==> src/rtl/alu_pkg.sv <==
// Shared types for the ALU and its front-end operand sequencer.
package alu_pkg;

  // ALU operation select. Only codes 0..OP_MAX are legal.
  typedef enum logic [2:0] {
    ADD = 3'd0,
    SUB = 3'd1,
    OR  = 3'd2,
    AND = 3'd3
  } opcode_t;

  localparam logic [2:0] OP_MAX = 3'd3;

  // ALU flags: negative, zero, carry, overflow.
  typedef struct packed {
    logic n;
    logic z;
    logic c;
    logic v;
  } status_t;

  // Sequencer states. The encodings are exported on state_o for the LEDs.
  typedef enum logic [2:0] {
    ST_WAIT_A  = 3'd0,
    ST_WAIT_B  = 3'd1,
    ST_WAIT_OP = 3'd2,
    ST_EXEC    = 3'd3,
    ST_DONE    = 3'd4
  } seq_state_t;

endpackage

==> src/rtl/edge_detect.sv <==
// One-cycle pulse on each rising edge of a synchronous level input.
// The previous-level register resets to RESET_VAL. With RESET_VAL = 1, an
// input that is already high when reset is released produces no pulse.
module edge_detect #(
  parameter logic RESET_VAL = 1'b1
) (
  input  logic clk,
  input  logic reset,
  input  logic sig_i,
  output logic pulse_o
);

  logic prev_q;
  logic prev_d;

  assign prev_d  = sig_i;
  assign pulse_o = sig_i & ~prev_q;

  // Remember the input level from the previous cycle.
  always_ff @(posedge clk) begin
    if (reset) prev_q <= RESET_VAL;
    else       prev_q <= prev_d;
  end

endmodule

==> src/rtl/alu_operand_sequencer.sv <==
// Front end for the combinational ALU. It collects operand A, operand B and
// the opcode from a shared switch bus, one per enter press. It lets the ALU
// evaluate for one cycle, then captures Result/Status and holds them for
// display until the next transaction starts.
//
// Handshake: there is no valid/ready pair. enter is a one-cycle pulse derived
// from the button. It is consumed only in the WAIT_* and DONE states and is
// ignored in EXEC. result_valid is a level: it is high from the EXEC capture
// until the next operand-A capture.
module alu_operand_sequencer
  import alu_pkg::*;
#(
  parameter int N = 8
) (
  input  logic         clk,
  input  logic         reset,
  input  logic [N-1:0] data_in,
  input  logic         enter_btn,
  output logic [N-1:0] alu_A,
  output logic [N-1:0] alu_B,
  output opcode_t      alu_op,
  input  logic [N-1:0] alu_result,
  input  status_t      alu_status,
  output logic [N-1:0] result_q,
  output status_t      status_q,
  output logic         result_valid,
  output logic         op_error,
  output logic [2:0]   state_o
);

  logic enter;

  edge_detect #(.RESET_VAL(1'b1)) u_enter_edge (
    .clk     (clk),
    .reset   (reset),
    .sig_i   (enter_btn),
    .pulse_o (enter)
  );

  seq_state_t   state_q, state_d;
  logic [N-1:0] a_q, a_d;
  logic [N-1:0] b_q, b_d;
  opcode_t      op_q, op_d;
  logic [N-1:0] res_q, res_d;
  status_t      stat_q, stat_d;
  logic         valid_q, valid_d;
  logic         err_q, err_d;

  // Next state and next register contents. Every register holds its value
  // unless the current state explicitly captures into it.
  always_comb begin
    state_d = state_q;
    a_d     = a_q;
    b_d     = b_q;
    op_d    = op_q;
    res_d   = res_q;
    stat_d  = stat_q;
    valid_d = valid_q;
    err_d   = err_q;
    case (state_q)
      ST_WAIT_A: begin
        if (enter) begin
          a_d     = data_in;
          valid_d = 1'b0;
          state_d = ST_WAIT_B;
        end
      end
      ST_WAIT_B: begin
        if (enter) begin
          b_d     = data_in;
          state_d = ST_WAIT_OP;
        end
      end
      ST_WAIT_OP: begin
        if (enter) begin
          if (data_in[2:0] <= OP_MAX) begin
            op_d    = opcode_t'(data_in[2:0]);
            err_d   = 1'b0;
            state_d = ST_EXEC;
          end else begin
            err_d   = 1'b1;
          end
        end
      end
      ST_EXEC: begin
        // The ALU inputs have been stable since the opcode edge, so the
        // result is settled here. Any enter pulse in this cycle is dropped.
        res_d   = alu_result;
        stat_d  = alu_status;
        valid_d = 1'b1;
        state_d = ST_DONE;
      end
      ST_DONE: begin
        if (enter) state_d = ST_WAIT_A;
      end
      default: state_d = ST_WAIT_A;
    endcase
  end

  // State and datapath registers. Reset takes priority over every transition.
  always_ff @(posedge clk) begin
    if (reset) begin
      state_q <= ST_WAIT_A;
      a_q     <= '0;
      b_q     <= '0;
      op_q    <= ADD;
      res_q   <= '0;
      stat_q  <= '0;
      valid_q <= 1'b0;
      err_q   <= 1'b0;
    end else begin
      state_q <= state_d;
      a_q     <= a_d;
      b_q     <= b_d;
      op_q    <= op_d;
      res_q   <= res_d;
      stat_q  <= stat_d;
      valid_q <= valid_d;
      err_q   <= err_d;
    end
  end

  assign alu_A        = a_q;
  assign alu_B        = b_q;
  assign alu_op       = op_q;
  assign result_q     = res_q;
  assign status_q     = stat_q;
  assign result_valid = valid_q;
  assign op_error     = err_q;
  assign state_o      = state_q;

endmodule

==> config.mk <==
export PLATFORM = sky130hd
export DESIGN_NAME = alu_operand_sequencer
export DESIGN_NICKNAME = d
export VERILOG_FILES = /design/src/rtl/alu_pkg.sv /design/src/rtl/edge_detect.sv /design/src/rtl/alu_operand_sequencer.sv
export SDC_FILE = /design/constraint.sdc
export NUM_CORES = 1
export LEC_CHECK = 0
export ABC_CLOCK_PERIOD_IN_PS = 1700
export BUFFER_PORTS_ARGS = -buffer_cell sky130_fd_sc_hd__buf_2
export CAP_MARGIN = 25
export CORE_AREA = 2 2 62 58
export CTS_BUF_LIST = sky130_fd_sc_hd__clkbuf_2 sky130_fd_sc_hd__clkbuf_4 sky130_fd_sc_hd__clkbuf_8
export CTS_CLUSTER_DIAMETER = 80
export DETAILED_ROUTE_END_ITERATION = 12
export DIE_AREA = 0 0 64 60
export PLACE_DENSITY = 0.82
export SLEW_MARGIN = 20
export SYNTH_ARGS = -nofsm -noshare
export SYNTH_HDL_FRONTEND = slang
export SYNTH_SLANG_ARGS = --single-unit
==> constraint.sdc <==
create_clock -name clk -period 1.7 [get_ports clk]
set_clock_uncertainty 0.05 [all_clocks]
set_input_delay 0.34 -clock clk [delete_from_list [all_inputs] [get_ports clk]]
set_output_delay 0.34 -clock clk [all_outputs]
set_load 0.02 [all_outputs]
==> results.txt, run 1 <==
run status = complete, no violations
flop-to-flop setup slack = 0.25 ns
Hold Crit Class = in -> reg
Max Freq = 0.675 GHz
CTS Hold Bufs = 0
Filler Cells Inserted = 283
Longest Clk Path Bufs = 2
peak supply drop = 0.000536 V
final setup violation count = 0
Worst-Margin Slew = 0.660 ns
global placement routability congestion = 0.656
Critical Path AT = 1.09 ns
register area = 741 µm²
area occupied by multi-input gates = 687 µm²
Post-CTS Setup Repair Bufs = 0
drt initial violations = 49
clk root buf = clkbuf_4
final worst slack = 0.219 ns
ant diodes = 0
post-layout util = 57.2%
final max-slew violation count = 0
first-pass GRT wire length = 4730 µm
distinct cell type count after synthesis = 25
crit-path leading delay family = flip-flops
number of detailed-route iterations in the first pass = 4
Overflow after GRT = 0
via count = 1210
Post-Syn Instances = 155
Setup CP Type = reg -> out
Total Power = 1.46 mW
Ys Warns = 0
Core Box Area = 0.00323 mm²
Mapped Area = 0.00150 mm²
Mapped Avg Cell Area = 9.66 µm²
layout cells sized above 1 = 34.8%
Post-Place Worst Slack = 0.271 ns
most common cell after layout, fill and taps aside = buf_2
Die H = 60 µm
endpoints failing hold = 0
Die Area = 0.00384 mm²
clock transition at the registers of the reported paths = 0.11 ns
DRC errors left = 0
max-cap violations = 0
post-route ant nets = 0
pin count of the biggest net entering global routing = 47
slowest cell delay on critical path = 0.53 ns
die width = 64 µm
post-synthesis sequential element count = 37
relative slew slack = 56.0%
TritonCTS clock tree = built
worst hold slack = 0.179 ns
num rows = 20
Top Ports = 59
Required @ worst endpoint = 1.31 ns
RSZ-0062 raised after global routing = false
Avg Vias per Cell = 4.76
setup TNS = 0 ns
Post-Route WL = 3010 µm
CTS Sinks = 37
initial antenna violation count = 0
sequential area share after synthesis = 49.5%
H-tree depth = 2
final net count = 233
CP bufs+invs = 1
PostCTS Resize Cnt = 0
wire length per cell = 11.8 µm
critical path cell sequence = buf_2
area grow syn2layout = 23.3%
minimum clock period = 1.48 ns
total track usage = 16.0%
crit share post-route = 87.1%
CP max stage cell = dfxtp_1
Power Density = 793 mW/mm²
HPWL Detailed = 2110 µm
vias in the first global route = 1069
port bufs = 58
clock latency on the worst-skew pair = 0.33 ns
CTS buffer count = 5
crit path capture type = primary output
CP Launch Type = flop
syn_nets = 178
LEAKAGE = 0.871 nW
Starting Density = 46.4%
Critical Path Fanout Max = 11
commonest non-fill, non-tap cells in the layout = buf_2, dfxtp_1, nand2b_1, nand2_1, mux2i_1
cell families after synthesis:
logic type	after synthesis	synth area share (%)
compound gates	17	6.43
mux	19	12.7
simple gates	70	26.7
flops	37	49.5
buf+inv	12	4.68
metrics by stage:
step | area, µm² | instances
final | 1850 | 254
after floorplan | 1500 | 155
after detailed placement | 1790 | 247
after global placement | 1790 | 247
after global routing | 1850 | 254
after CTS | 1850 | 254
path summary, 6_finish.rpt:
check	from	cells past startpoint	endpoint
worst max register to register	state_o[1]	3	status_q[0]
worst min-delay path	alu_result[1]	3	result_q[1]
worst max-delay path	state_o[2]	1	state_o[2]
worst min register to register	result_q[4]	2	result_q[4]
state kept, by name, indices dropped and copies added (netlist names):
signal	count
alu_op	3
op_error	1
result_valid	1
u_enter_edge.prev_q	1
alu_A	8
alu_B	8
state_o	3
result_q	8
status_q	4
synth_stat cells, drive strengths merged:
cell type / number / area share (%)
dfxtp: 37 / 49
nand2b: 32 / 14
nand2: 24 / 6.0
mux2i: 19 / 13
a21oi: 13 / 4.3
buf: 6 / 3.2
clkbuf: 6 / 1.5
nor3: 3 / 1.3
and3b: 2 / 1.2
or4: 2 / 1.5
a211o: 1 / 0.67
a211oi: 1 / 0.50
nand3: 1 / 0.33
nand3b: 1 / 0.50
nor2: 1 / 0.25
nor4: 1 / 0.42
o21a: 1 / 0.50
o22ai: 1 / 0.42
or2: 1 / 0.42
or2b: 1 / 0.50
or3: 1 / 0.42
routing by layer:
metal  up-vias  track usage (%)  share of wire [%]
met4         0             4.66               0.76
met3         2             6.59                7.7
met5         -                0                  0
met1       546             19.8                 46
li1        622                -                  -
met2        40             25.7                 46
power breakdown:
group          internal, mW  leakage, nW  switching (mW)  total, mW
combinational        0.0538        0.542          0.0584      0.112
sequential            0.878        0.299         0.00792      0.886
clock                 0.194       0.0303           0.273      0.466
total                  1.13        0.871           0.339       1.46
area by class of cell:
class | count | area share, %
multi-input cells | 106 | 37.2
clock inverters | 1 | 0.407
clock buffers | 6 | 2.78
repair buffers | 60 | 16.5
flip-flops and latches | 37 | 40.1
well taps | 44 | 2.98
Note: power is estimated with default switching activity, not from simulation.
==> run 2: changes to the inputs <==
--- a/config.mk
+++ b/config.mk
@@ -8,12 +8,14 @@
 export ABC_CLOCK_PERIOD_IN_PS = 1700
 export BUFFER_PORTS_ARGS = -buffer_cell sky130_fd_sc_hd__buf_2
 export CAP_MARGIN = 25
-export CORE_AREA = 2 2 62 58
+export CELL_PAD_IN_SITES_DETAIL_PLACEMENT = 1
+export CELL_PAD_IN_SITES_GLOBAL_PLACEMENT = 2
+export CORE_AREA = 2 2 79 74
 export CTS_BUF_LIST = sky130_fd_sc_hd__clkbuf_2 sky130_fd_sc_hd__clkbuf_4 sky130_fd_sc_hd__clkbuf_8
 export CTS_CLUSTER_DIAMETER = 80
 export DETAILED_ROUTE_END_ITERATION = 12
-export DIE_AREA = 0 0 64 60
-export PLACE_DENSITY = 0.82
+export DIE_AREA = 0 0 81 76
+export PLACE_DENSITY = 0.84
 export SLEW_MARGIN = 20
 export SYNTH_ARGS = -nofsm -noshare
 export SYNTH_HDL_FRONTEND = slang
==> results.txt, run 2 (same netlist as run 1, synthesis figures left out) <==
run status = complete, no violations
Worst-Margin Slew = 0.643 ns
num rows = 26
via count = 1218
Post-Route WL = 3530 µm
ant diodes = 0
area grow syn2layout = 28.2%
final setup violation count = 0
clock transition at the registers of the reported paths = 0.07 ns
final max-slew violation count = 0
number of detailed-route iterations in the first pass = 4
clk root buf = clkbuf_8
Required @ worst endpoint = 1.81 ns
Longest Clk Path Bufs = 2
crit path capture type = flop
Hold Crit Class = in -> reg
minimum clock period = 1.46 ns
port bufs = 58
first-pass GRT wire length = 6070 µm
Setup CP Type = reg -> reg
Top Ports = 59
Avg Vias per Cell = 4.32
CTS Sinks = 37
pin count of the biggest net entering global routing = 47
crit share post-route = 86.0%
commonest non-fill, non-tap cells in the layout = buf_2, dfxtp_1, nand2b_1, nand2_1, mux2i_1
HPWL Detailed = 2650 µm
LEAKAGE = 0.895 nW
global placement routability congestion = 0.662
PostCTS Resize Cnt = 0
hold path depth = 3
layout cells sized above 1 = 35.4%
RSZ-0062 raised after global routing = false
CP Launch Type = flop
relative slew slack = 57.1%
Critical Path AT = 1.58 ns
Worst R2R Path Depth = 3
Core Box Area = 0.00540 mm²
DRC errors left = 0
Critical Path Fanout Max = 11
Overflow after GRT = 0
wire length per cell = 12.5 µm
CTS buffer count = 5
Total Power = 1.62 mW
drt initial violations = 45
Power Density = 843 mW/mm²
Die Area = 0.00616 mm²
Post-CTS Setup Repair Bufs = 0
die width = 81 µm
Max Freq = 0.684 GHz
max-cap violations = 0
H-tree depth = 2
initial antenna violation count = 0
TritonCTS clock tree = built
total track usage = 12.8%
Die H = 76 µm
final net count = 234
endpoints failing hold = 0
Starting Density = 27.7%
clock latency on the worst-skew pair = 0.28 ns
most common cell after layout, fill and taps aside = buf_2
post-route ant nets = 0
CTS Hold Bufs = 0
setup TNS = 0 ns
peak supply drop = 0.000324 V
vias in the first global route = 1245
run 2: cell types whose count changed in the layout (fill, tap and decap cells not counted):
cell / before / now
buf_4: 2 / 3
clkbuf_4: 5 / 3
clkbuf_8: 1 / 5
clkinvlp_4: 1 / 0
run 2: power by group:
group          switching, mW  internal [mW]  leakage [nW]  total, mW
sequential           0.00858          0.878         0.299      0.887
combinational         0.0585         0.0539         0.546      0.112
clock                  0.280          0.339        0.0498      0.618
total                  0.347           1.27         0.895       1.62
run 2: layer usage:
metal | share of wire [%] | global-route usage (%)
met1 | 45 | 16.3
met4 | 1.4 | 4.58
met3 | 4.4 | 3.91
met2 | 49 | 20.5
met5 | 0 | 0
run 2: path summary, 6_finish.rpt:
check | startpoint | slack, ns | endpoint
max | state_o[0] | 0.24 | alu_B[2]
min reg2reg | result_q[0] | 0.40 | result_q[0]
min | alu_result[0] | 0.24 | result_q[0]
max reg2reg | state_o[0] | 0.24 | alu_B[2]
run 2: cell type report:
| cell class | count | area [µm²] |
|---|---|---|
| Fill cell | 675 | 3480 |
| Sequential cell | 37 | 741 |
| Multi-Input combinational cell | 106 | 687 |
| Timing Repair Buffer | 61 | 313 |
| Clock buffer | 8 | 91.3 |
| Tap cell | 70 | 87.6 |
run 2: worst max-delay path, cell delays in order (launching register included):
cell	delay [ns]
dfxtp_1	0.51
nand2b_1	0.17
or3_1	0.45
mux2i_1	0.16
run 2: stage by stage:
stage	setup WS (ns)	area, µm²	utilization [%]	hold WS (ns)	std cells
after detailed placement	0.232	1830	33.9	0.397	274
after global routing	0.155	1920	35.5	0.239	282
final	0.238	1920	35.5	0.243	282
after global placement	0.261	1830	33.9	0.393	274
after CTS	0.226	1920	35.5	0.234	282
after floorplan	0.230	1500	-	0.397	155
==> run 3: changes to the inputs <==
--- a/config.mk
+++ b/config.mk
@@ -5,17 +5,17 @@
 export SDC_FILE = /design/constraint.sdc
 export NUM_CORES = 1
 export LEC_CHECK = 0
-export ABC_CLOCK_PERIOD_IN_PS = 1700
+export ABC_CLOCK_PERIOD_IN_PS = 1800
 export BUFFER_PORTS_ARGS = -buffer_cell sky130_fd_sc_hd__buf_2
 export CAP_MARGIN = 25
 export CELL_PAD_IN_SITES_DETAIL_PLACEMENT = 1
 export CELL_PAD_IN_SITES_GLOBAL_PLACEMENT = 2
-export CORE_AREA = 2 2 79 74
+export CORE_AREA = 2 2 77 71
 export CTS_BUF_LIST = sky130_fd_sc_hd__clkbuf_2 sky130_fd_sc_hd__clkbuf_4 sky130_fd_sc_hd__clkbuf_8
 export CTS_CLUSTER_DIAMETER = 80
 export DETAILED_ROUTE_END_ITERATION = 12
-export DIE_AREA = 0 0 81 76
-export PLACE_DENSITY = 0.84
+export DIE_AREA = 0 0 79 73
+export PLACE_DENSITY = 0.88
 export SLEW_MARGIN = 20
 export SYNTH_ARGS = -nofsm -noshare
 export SYNTH_HDL_FRONTEND = slang
==> constraint.sdc (replaced) <==
create_clock -name clk -period 1.8 [get_ports clk]
set_clock_uncertainty 0.05 [all_clocks]
set_input_delay 0.36 -clock clk [delete_from_list [all_inputs] [get_ports clk]]
set_output_delay 0.36 -clock clk [all_outputs]
set_load 0.02 [all_outputs]
==> results.txt, run 3 (same netlist as run 1, synthesis figures left out) <==
Post-CTS Setup Repair Bufs = 0
clk root buf = clkbuf_8
register area = 741 µm²
area grow syn2layout = 28.6%
total track usage = 12.9%
Worst Hold End = result_q[6]
via count = 1244
Power Density = 821 mW/mm²
worst r2r src = state_o[0]
TritonCTS clock tree = built
CP bufs+invs = 1
final max-slew violation count = 0
Worst path depth = 1
wire length per cell = 12.9 µm
Clk pwr share = 40.3%
first-pass GRT wire length = 5730 µm
worst hold start = alu_result[6]
die width = 79 µm
Total Power = 1.58 mW
crit-path leading delay family = flip-flops
ant diodes = 0
CTS buffer count = 5
number of detailed-route iterations in the first pass = 4
Longest Clk Path Bufs = 2
Max Freq = 0.678 GHz
Worst-Margin Slew = 0.661 ns
H-tree depth = 2
run status = complete, no violations
Core Box Area = 0.00507 mm²
CP max stage cell = dfxtp_1
clock latency on the worst-skew pair = 0.29 ns
crit share post-route = 81.9%
switching fraction of total power = 22.4%
CP Launch Type = flop
RSZ-0062 raised after global routing = false
global placement routability congestion = 0.659
Top Ports = 59
Avg Vias per Cell = 4.46
crit path capture type = primary output
Required @ worst endpoint = 1.39 ns
commonest non-fill, non-tap cells in the layout = buf_2, dfxtp_1, nand2b_1, nand2_1, mux2i_1
Psw = 355 µW
Filler Cells Inserted = 624
Worst R2R Path Depth = 3
layout cells sized above 1 = 35.4%
minimum clock period = 1.47 ns
post-layout util = 38.0%
Comb power frac = 6.7%
area occupied by multi-input gates = 687 µm²
register share of total power = 53.0%
Post-Route WL = 3590 µm
endpoints failing hold = 0
slowest cell delay on critical path = 0.53 ns
Setup CP Type = reg -> out
flop-to-flop setup slack = 0.35 ns
final net count = 234
Int Pwr = 1.23 mW
critical path cell sequence = buf_2
LEAKAGE = 0.899 nW
max-cap violations = 0
drt initial violations = 31
pin count of the biggest net entering global routing = 47
clock transition at the registers of the reported paths = 0.07 ns
DRC errors left = 0
initial antenna violation count = 0
Overflow after GRT = 0
CTS Sinks = 37
CTS Hold Bufs = 0
peak supply drop = 0.000259 V
port bufs = 58
Hold Crit Class = in -> reg
HPWL Detailed = 2540 µm
Die Area = 0.00577 mm²
Critical Path Fanout Max = 11
Starting Density = 29.6%
Critical Path AT = 1.06 ns
post-route ant nets = 0
num rows = 25
Critical R2R Capture = alu_B[2]
final setup violation count = 0
setup TNS = 0 ns
hold path depth = 3
vias in the first global route = 1181
most common cell after layout, fill and taps aside = buf_2
relative slew slack = 55.9%
Die H = 73 µm
PostCTS Resize Cnt = 0
[run 3: cell count changes in the layout (fill, tap and decap cells not counted)]
cell / delta
clkinv_2: +1
clkbuf_4: -3
clkbuf_8: +2
[run 3: final cells by class]
class	instances	share of cell area, %
tap	67	4.35
multi-input combinational	106	35.7
timing repair buffer	61	16.2
clock inverter	1	0.260
sequential	37	38.5
clock buffer	7	5.00
[run 3: worst min-delay path: cells and delay by family]
kind            cells  cell delay (ns)
simple gates        1             0.04
buf+inv             1             0.09
compound gates      1             0.05
[run 3: stage by stage]
stage                     area [µm²]  cells  hold WS [ns]  setup slack, ns
after floorplan                 1500    155         0.417            0.330
after global placement          1820    271         0.394            0.372
after detailed placement        1820    271         0.398            0.359
after CTS                       1930    279         0.245            0.315
after global routing            1930    279         0.262            0.215
final                           1930    279         0.252            0.326
[run 3: routing by layer]
layer	share of wire (%)	wire length, µm	global-route usage (%)
met5	0	0	0
met4	2.0	72	5.75
met3	4.2	152	3.59
met2	51	1810	21.8
met1	43	1550	15.5
[run 3: how the worst max path moves through the flow]
stage | end | start | slack, ns
after floorplan | alu_B[0] | state_o[0] | 0.33
after CTS | state_o[0] | state_o[0] | 0.31
after global placement | alu_op[2] | enter_btn | 0.37
after detailed placement | alu_op[2] | enter_btn | 0.36
after global routing | status_q[1] | state_o[0] | 0.21
final | state_o[0] | state_o[0] | 0.33
[run 3: power groups by stage]
stage	Sequential [mW]	Clock (mW)	Combinational (mW)
finish	0.837	0.637	0.106
global route	0.838	0.690	0.118
CTS	0.837	0.656	0.109
detailed placement	0.856	0	0.108
global placement	0.856	0	0.107
floorplan	0.864	0	0.0579
